$ cat config.mk
export PLATFORM = sky130hd
export DESIGN_NAME = adder_status_stage
export DESIGN_NICKNAME = d
export VERILOG_FILES = /design/src/rtl/or1420_alu_pkg.sv /design/src/rtl/alu_skid_fifo.sv /design/src/rtl/adder_status_stage.sv
export SDC_FILE = /design/constraint.sdc
export NUM_CORES = 1
export LEC_CHECK = 0
export CAP_MARGIN = 25
export CORE_UTILIZATION = 45
export CTS_CLUSTER_SIZE = 25
export DETAILED_ROUTE_END_ITERATION = 10
export GPL_ROUTABILITY_DRIVEN = 0
export PLACE_DENSITY_LB_ADDON = 0.05
export RECOVER_POWER = 50
export SYNTH_ARGS = -nofsm -noshare
export SYNTH_HDL_FRONTEND = slang
export SYNTH_SLANG_ARGS = --single-unit
$ cat constraint.sdc
create_clock -name clock -period 4.1 [get_ports clock]
set_input_delay 0.82 -clock clock [delete_from_list [all_inputs] [get_ports clock]]
set_output_delay 0.82 -clock clock [all_outputs]
set_load 0.005 [all_outputs]
$ cat src/rtl/or1420_alu_pkg.sv
// Shared types and constants for the or1420 adder status stage.
// Holds opcode encodings, skid entry layout, FIFO state type and overflow helper.
package or1420_alu_pkg;

    localparam logic [1:0] OPC_ADD  = 2'b00;
    localparam logic [1:0] OPC_ADDC = 2'b10;
    localparam logic [1:0] OPC_SUB  = 2'b11;

    localparam int SKID_DEPTH      = 2;
    localparam int ENTRY_IDX_WIDTH = 5;

    typedef struct packed {
        logic [31:0]                result;
        logic [ENTRY_IDX_WIDTH-1:0] idx;
        logic                       we;
    } skid_entry_t;

    typedef enum logic [1:0] {
        FIFO_EMPTY = 2'd0,
        FIFO_ONE   = 2'd1,
        FIFO_FULL  = 2'd2
    } fifo_state_t;

    // Signed overflow from sign bits only. A subtract overflows when the
    // operands differ in sign and the result sign departs from A.
    function automatic logic ovf_detect(
        input logic [1:0] opc,
        input logic       a_msb,
        input logic       b_msb,
        input logic       r_msb
    );
        logic same_sign;
        same_sign = (a_msb == b_msb);
        if (opc == OPC_SUB)
            return ~same_sign & (r_msb != a_msb);
        else
            return same_sign & (r_msb != a_msb);
    endfunction

endpackage

$ cat src/rtl/alu_skid_fifo.sv
// Generic 2-entry valid/ready FIFO with flush; state derived from occupancy.
// Ports: clock, reset, flush, push_valid/push_ready/push_data, pop_valid/pop_ready/pop_data.
module alu_skid_fifo
    import or1420_alu_pkg::*;
#(
    parameter int WIDTH = 38
) (
    input  logic             clock,
    input  logic             reset,
    input  logic             flush,
    input  logic             push_valid,
    output logic             push_ready,
    input  logic [WIDTH-1:0] push_data,
    output logic             pop_valid,
    input  logic             pop_ready,
    output logic [WIDTH-1:0] pop_data
);

    fifo_state_t      state;
    logic [WIDTH-1:0] head;
    logic [WIDTH-1:0] tail;
    logic             push;
    logic             pop;

    assign push_ready = (state != FIFO_FULL);
    assign pop_valid  = (state != FIFO_EMPTY);
    assign pop_data   = head;
    assign push       = push_valid & push_ready;
    assign pop        = pop_ready & pop_valid;

    // Data registers are left untouched on pop-to-empty and flush so the
    // output stays stable while nothing is valid.
    always_ff @(posedge clock) begin
        if (reset) begin
            state <= FIFO_EMPTY;
            head  <= '0;
            tail  <= '0;
        end else if (flush) begin
            state <= FIFO_EMPTY;
        end else begin
            unique case (state)
                FIFO_EMPTY: begin
                    if (push) begin
                        head  <= push_data;
                        state <= FIFO_ONE;
                    end
                end
                FIFO_ONE: begin
                    if (push && pop) begin
                        head <= push_data;
                    end else if (push) begin
                        tail  <= push_data;
                        state <= FIFO_FULL;
                    end else if (pop) begin
                        state <= FIFO_EMPTY;
                    end
                end
                FIFO_FULL: begin
                    if (pop) begin
                        head  <= tail;
                        state <= FIFO_ONE;
                    end
                end
                default: state <= FIFO_EMPTY;
            endcase
        end
    end

endmodule

$ cat src/rtl/adder_status_stage.sv
// Registered stage after the or1420 adder: owns F/CY/OV, feeds F/CY back, skid-buffers results.
// Optional macro ADDER_OVERFLOW_EXCEPTION_EN enables overflowException and suppresses write-back on trap.
module adder_status_stage
    import or1420_alu_pkg::*;
#(
    parameter logic RESET_FLAG    = 1'b0,
    parameter logic RESET_CARRY   = 1'b0,
    parameter int   REG_IDX_WIDTH = 5
) (
    input  logic                     clock,
    input  logic                     reset,
    input  logic                     inValid,
    output logic                     inReady,
    input  logic                     flush,
    input  logic [1:0]               opcode,
    input  logic                     updateFlag,
    input  logic                     updateCarry,
    input  logic [31:0]              operandA,
    input  logic [31:0]              operandB,
    input  logic [31:0]              adderResult,
    input  logic                     adderCarry,
    input  logic                     adderFlag,
    input  logic [REG_IDX_WIDTH-1:0] rdIdx,
    input  logic                     rdWe,
    input  logic                     ovExcEnable,
    output logic                     flagIn,
    output logic                     carryIn,
    output logic                     overflowFlag,
    output logic                     outValid,
    input  logic                     outReady,
    output logic [31:0]              outResult,
    output logic [REG_IDX_WIDTH-1:0] outIdx,
    output logic                     outWe,
    output logic                     overflowException
);

    typedef struct packed {
        logic [31:0]              result;
        logic [REG_IDX_WIDTH-1:0] idx;
        logic                     we;
    } entry_t;

    logic   accept;
    logic   ovf;
    logic   push_we;
    entry_t push_entry;
    entry_t head_entry;

    assign accept = inValid & inReady & ~flush;
    assign ovf    = ovf_detect(opcode, operandA[31],
                               operandB[31], adderResult[31]);

    // Only sign bits take part in overflow detection.
    logic unused_operand_bits;
    assign unused_operand_bits = ^{operandA[30:0], operandB[30:0]};

    always_ff @(posedge clock) begin
        if (reset) begin
            flagIn       <= RESET_FLAG;
            carryIn      <= RESET_CARRY;
            overflowFlag <= 1'b0;
        end else if (accept) begin
            if (updateFlag)
                flagIn <= adderFlag;
            if (updateCarry) begin
                carryIn      <= adderCarry;
                overflowFlag <= ovf;
            end
        end
    end

`ifdef ADDER_OVERFLOW_EXCEPTION_EN
    logic ov_trap;
    assign ov_trap = updateCarry & ovf & ovExcEnable;
    assign push_we = rdWe & ~ov_trap;

    always_ff @(posedge clock) begin
        if (reset)
            overflowException <= 1'b0;
        else
            overflowException <= accept & ov_trap;
    end
`else
    logic unused_ov_exc_enable;
    assign unused_ov_exc_enable = ovExcEnable;
    assign push_we              = rdWe;
    assign overflowException    = 1'b0;
`endif

    assign push_entry = '{result: adderResult, idx: rdIdx, we: push_we};

    alu_skid_fifo #(
        .WIDTH($bits(entry_t))
    ) u_skid (
        .clock     (clock),
        .reset     (reset),
        .flush     (flush),
        .push_valid(accept),
        .push_ready(inReady),
        .push_data (push_entry),
        .pop_valid (outValid),
        .pop_ready (outReady),
        .pop_data  (head_entry)
    );

    assign outResult = head_entry.result;
    assign outIdx    = head_entry.idx;
    assign outWe     = head_entry.we;

endmodule

==> results.json, run 1 <==
{
  "arrival_ns": 2.88,
  "hold_class": "register to register",
  "multiInputGateArea_sq_um": 1690,
  "fillers": 636,
  "startpoint_type": "primary input",
  "avgSynthCellArea_sq_um": 8.386,
  "dp_cells": 578,
  "portBuffers": 93,
  "synth_area_leaders": "dfxtp_1, mux2i_1, a21oi_1, nand2_1, or3_1",
  "ff2ff_setup_slack_ns": 2.19,
  "cts_tree": "done",
  "crit_end": "u_skid.tail[32]",
  "wl_mm": 8.089,
  "grt_pass1_vias": 2762,
  "cap_violations": 0,
  "cp_max_fo": 21,
  "first_pass_iters": 4,
  "initial_core_util_pct": 47.45,
  "grt_start_max_net_pins": 80,
  "hpwl_mm": 4.877,
  "finalCriticalPeriod_ns": 2.674,
  "synth_cell_types": 27,
  "worst_pin_slew_ns": 1.343,
  "grt.total_usage_pct": 19.99,
  "drc": 0,
  "yosysTopAreaCell": "dfxtp_1",
  "synth_edf_count": 0,
  "synth_top_area_share_pct": 46.37,
  "timing.rr.end": "u_skid.tail[32]",
  "synth-async-reset-ratio_pct": 0,
  "die-height_um": 90.16,
  "slew_headroom_pct": 10.49,
  "vias_per_cell": 5.256,
  "r2r_start": "u_skid.state[0]",
  "synth-seq-cells": 81,
  "htreeDepth": 3,
  "syn-num-nets": 531,
  "postSynthCellCount": 417,
  "timing.fmax_ghz": 0.3740,
  "rr_worst_depth": 5,
  "slowest_stage": "or3_1",
  "cts-resized-gates": 0,
  "postCtsHoldBufs": 0,
  "finalClockSkew_ns": 0.01018,
  "final_cell_mix": "dfxtp_1, nand2_1, a21oi_1, clkdlybuf4s50_1, dlygate4sd3_1",
  "netlist_area_sq_um": 3497,
  "final_cells": 594,
  "core_area_sq_um": 7370,
  "clk_latency_ns": 0.34,
  "rsz0062_at_grt": "false",
  "grt_overflow": 0,
  "fin_crit_sh_pct": 65.21,
  "status": "finished clean",
  "cts-root-buf": "clkbuf_8",
  "seq_area_sq_um": 1622,
  "die_w_um": 90.16,
  "cts_setup_buffers": 0,
  "io_pins": 158,
  "yosysSeqAreaShare_pct": 46.37,
  "path_clk_slew_ns": 0.07,
  "path_cells": "dlygate4sd3_1 -> nand2b_1 -> or3_1 -> buf_4 -> nand2_1 -> a21oi_1",
  "dieArea_sq_um": 8128,
  "fin_setup_tns_ns": 0,
  "area_delta_synth_final_pct": 32.63,
  "worstSetupEndpointType": "register",
  "n_antenna_cell": 0,
  "cp.required_ns": 4.31,
  "drt_iter0_markers": 125,
  "leakage_nw": 1.941,
  "clock_sinks": 81,
  "crit_start": "outReady",
  "max_stage_delay_ns": 0.69,
  "num_vias": 3122,
  "slew_viol_final": 0,
  "fin_nets": 604,
  "path_class": "primary input to register",
  "power.density_nw_per_um2": 352.9,
  "grt_pass1_wl_mm": 13.11,
  "cts_buffer_depth": 2,
  "wl_per_cell_um": 13.62,
  "ir_drop_v": 0.0001742,
  "setup_viol": 0,
  "drive_gt1_share_pct": 5.253,
  "rows": 31,
  "ant_nets": 0,
  "synth_flop_cell": "dfxtp_1",
  "synth_warnings": 0,
  "cts_inserted_buffers": 9,
  "hold_viol_final": 0,
  "antenna_found_initial": 0,
  "layout_commonest_cell": "dfxtp_1"
}
[final cells by class]
class                           instances  share of cell area (%)
Clock inverter                          4                   1.673
Clock buffer                           12                   2.913
Timing Repair Buffer                  101                   21.34
Multi-Input combinational cell        297                   36.44
Tap cell                               99                   2.671
Sequential cell                        81                   34.96
[metal layers]
metal	share of wire, %	GRT usage (%)
met5	0	0
met4	1.8	9.274
met3	5.1	3.976
met2	45	32.32
met1	48	25.61
[worst min-delay path by stage]
stage	from	end	cells past startpoint
final	u_skid.tail[2]	u_skid.tail[2]	2
after global routing	u_skid.tail[18]	u_skid.tail[18]	2
after CTS	u_skid.tail[4]	u_skid.tail[4]	2
after detailed placement	u_skid.tail[4]	u_skid.tail[4]	2
after global placement	u_skid.tail[2]	u_skid.tail[2]	2
after floorplan	u_skid.tail[0]	u_skid.tail[0]	2
[cell usage after synthesis (3+ instances only)]
master and count:
or3_1 39, nor2b_1 4, nand2b_1 3, a21oi_1 78, o21ai_0 19, buf_2 7
buf_4 3, dfxtp_1 81, o21ai_1 19, buf_6 5, mux2i_1 41, buf_1 3
nand2_1 78, clkbuf_1 21, nor2_1 3
[stage by stage]
stage	cell area (sq um)	util, %	hold slack (ns)	worst slack (ns)	power (W)
detailed placement	4429	60.10	0.4460	1.179	0.001037
finish	4638	62.94	0.4548	1.426	0.001637
floorplan	3497	-	0.4357	2.140	0.0009266
CTS	4642	62.99	0.4569	1.527	0.001668
global route	4638	62.94	0.4727	1.294	0.001705
global placement	4429	60.10	0.4406	1.208	0.001034
[state kept, by name, summed over array words and instances (netlist names)]
signal,cells
flagIn,1
overflowFlag,1
u_skid.pop_data,38
u_skid.state,2
carryIn,1
u_skid.tail,38
[cells by family (layout without fill, tap and decap cells)]
kind of cell           after synthesis  count (layout)  share of synthesized area (%)
flip-flops                          81              81                          46.37
AO/OA/AOI/OAI                      120             120                          17.53
buffers and inverters               39             117                          5.832
multiplexers                        41              41                          11.74
AND/OR/NAND/NOR                    134             134                          18.18
XOR/XNOR                             1               1                         0.2505
other                                1               1                         0.1072
[critical path, delay by kind of cell]
family          cells  cell delay (ns)
buf+inv             2             0.96
compound gates      1             0.06
simple gates        3             1.04
[power by group]
| group | switching, W | leakage [nW] | total [W] | internal, W |
|---|---|---|---|---|
| combinational | 0.0000860 | 1.18 | 0.000190 | 0.000104 |
| sequential | 0.0000107 | 0.657 | 0.000820 | 0.000809 |
| clock | 0.000281 | 0.105 | 0.000628 | 0.000346 |
No activity file was read; power rests on OpenSTA's default activity.
==> run 2: changes to the inputs <==
CORE_UTILIZATION = 38   (was 45)
clock period = 2.1 ns   (was 4.1 ns; I/O delays follow)
==> results.json, run 2 (synthesized netlist as in run 1, its figures left out) <==
{
  "status": "finished, violations left",
  "violations": "design-rule violations",
  "worst_pin_slew_ns": 0.6785,
  "rsz0062_at_grt": "false",
  "slew_headroom_pct": 54.77,
  "hold_slack_ns": 0.4557,
  "busiest_layer": "met2",
  "grt_pass1_vias": 2832,
  "grt_start_max_net_pins": 40,
  "max_stage_delay_ns": 0.47,
  "hpwl_mm": 5.501,
  "drive_gt1_share_pct": 8.431,
  "die_w_um": 97.93,
  "cts-root-buf": "clkbuf_8",
  "first_pass_iters": 7,
  "use_met3_pct": 4.868,
  "drc": 12,
  "hold_class": "register to register",
  "crit_start": "u_skid.state[1]",
  "portBuffers": 93,
  "cts_inserted_buffers": 9,
  "initial_core_util_pct": 39.71,
  "cp_max_fo": 9,
  "num_vias": 3148,
  "cts_setup_buffers": 0,
  "grtUsageMet1_pct": 23.86,
  "finalClockSkew_ns": 0.01174,
  "setup_viol": 0,
  "fillers": 871,
  "path_cells": "or2_2 -> clkdlybuf4s50_1",
  "wl_per_cell_um": 13.39,
  "htreeDepth": 3,
  "slowest_stage": "clkdlybuf4s50_1",
  "leakage_nw": 2.021,
  "grt.total_usage_pct": 17.93,
  "grt_overflow": 0,
  "path_clk_slew_ns": 0.08,
  "fin_crit_sh_pct": 93.16,
  "cts-resized-gates": 0,
  "core_area_sq_um": 8806,
  "r2r_start": "u_skid.state[0]",
  "met2_usage_pct": 28.55,
  "startpoint_type": "register",
  "power.density_nw_per_um2": 661.4,
  "final_cell_mix": "dfxtp_1, nand2_1, a21oi_1, clkdlybuf4s50_1, dlygate4sd3_1",
  "cts_buffer_depth": 2,
  "drt_iter0_markers": 107,
  "finalInstanceArea_sq_um": 4791,
  "antenna_found_initial": 0,
  "cap_violations": 0,
  "area_delta_synth_final_pct": 36.99,
  "vias_per_cell": 5.086,
  "path_class": "register to output port",
  "clk_latency_ns": 0.35,
  "io_pins": 158,
  "hold_viol_final": 0,
  "worstSetupEndpointType": "output port",
  "timing.fmax_ghz": 0.5111,
  "power_w": 0.003169,
  "clock_sinks": 81,
  "arrival_ns": 1.54,
  "layout_commonest_cell": "dfxtp_1",
  "placed_area_sq_um": 4603,
  "slew_viol_final": 0,
  "ant_nets": 0,
  "die-height_um": 97.93,
  "wl_mm": 8.288,
  "ir_drop_v": 0.0002602,
  "fin_nets": 619,
  "rows": 34,
  "crit_end": "outValid",
  "cts_tree": "done",
  "ff2ff_setup_slack_ns": 0.28,
  "cp.required_ns": 1.68,
  "postCtsHoldBufs": 0,
  "finalCriticalPeriod_ns": 1.956,
  "timing.rr.end": "u_skid.pop_data[26]",
  "dieArea_sq_um": 9590,
  "rr_worst_depth": 5,
  "grt_pass1_wl_mm": 13.83
}
==> run 2: cell count changes in the layout (fill, tap and decap cells not counted) <==
cell             change
clkdlybuf4s50_1      +2
buf_12               +3
clkinvlp_4           +2
buf_4               +10
buf_2                +1
diode_2              +1
dlygate4sd3_1        -2
clkinv_4             -2
clkbuf_8             +1
clkbuf_4             +1
bufinv_16            -1
inv_6                +2
clkbuf_1             -2
==> run 2: area by class of cell <==
cell class,instances,area [sq um],share of cell area [%]
multi-input combinational,297,1690,35.28
sequential,81,1622,33.85
timing repair buffer,116,1137,23.74
clock buffer,11,141.4,2.951
tap,108,135.1,2.821
clock inverter,5,62.56,1.306
antenna,1,2.502,0.05223
==> run 2: worst min path at each step <==
| stage | start | endpoint | slack, ns | cells after the start |
|---|---|---|---|---|
| global route | u_skid.tail[20] | u_skid.tail[20] | 0.47 | 2 |
| CTS | u_skid.tail[24] | u_skid.tail[24] | 0.46 | 2 |
| detailed placement | u_skid.tail[30] | u_skid.tail[30] | 0.45 | 2 |
| global placement | u_skid.tail[20] | u_skid.tail[20] | 0.44 | 2 |
| finish | u_skid.tail[6] | u_skid.tail[6] | 0.46 | 2 |
| floorplan | u_skid.tail[0] | u_skid.tail[0] | 0.44 | 2 |
==> run 2: worst max-delay path, delay by kind of cell, from the launching register on <==
kind	cells	cell delay, ns
buffers and inverters	1	0.47
flip-flops	1	0.40
AND/OR/NAND/NOR	1	0.33
==> run 2: where the power goes <==
group / switching, W / leakage [nW] / internal (W)
combinational: 0.000173 / 1.27 / 0.000228
sequential: 0.0000204 / 0.657 / 0.00158
clock: 0.000576 / 0.0966 / 0.000591
total: 0.000769 / 2.02 / 0.00240
==> run 2: metrics by stage <==
stage                     setup slack, ns  util (%)  cells    TNS, ns
after floorplan                    0.5400         -    417          0
after global placement          -0.001955     52.27    602  -0.004761
after detailed placement         -0.02968     52.27    602   -0.08840
after CTS                          0.1325     54.59    618          0
after global routing              0.08353     54.38    618          0
final                              0.1436     54.40    619          0
==> run 2: per-layer routing <==
layer  wire, um  vias to the layer above
met2       3691                       78
met1       4010                     1446
met5          0                        -
li1           -                     1620
met3        538                        4
met4         47                        0
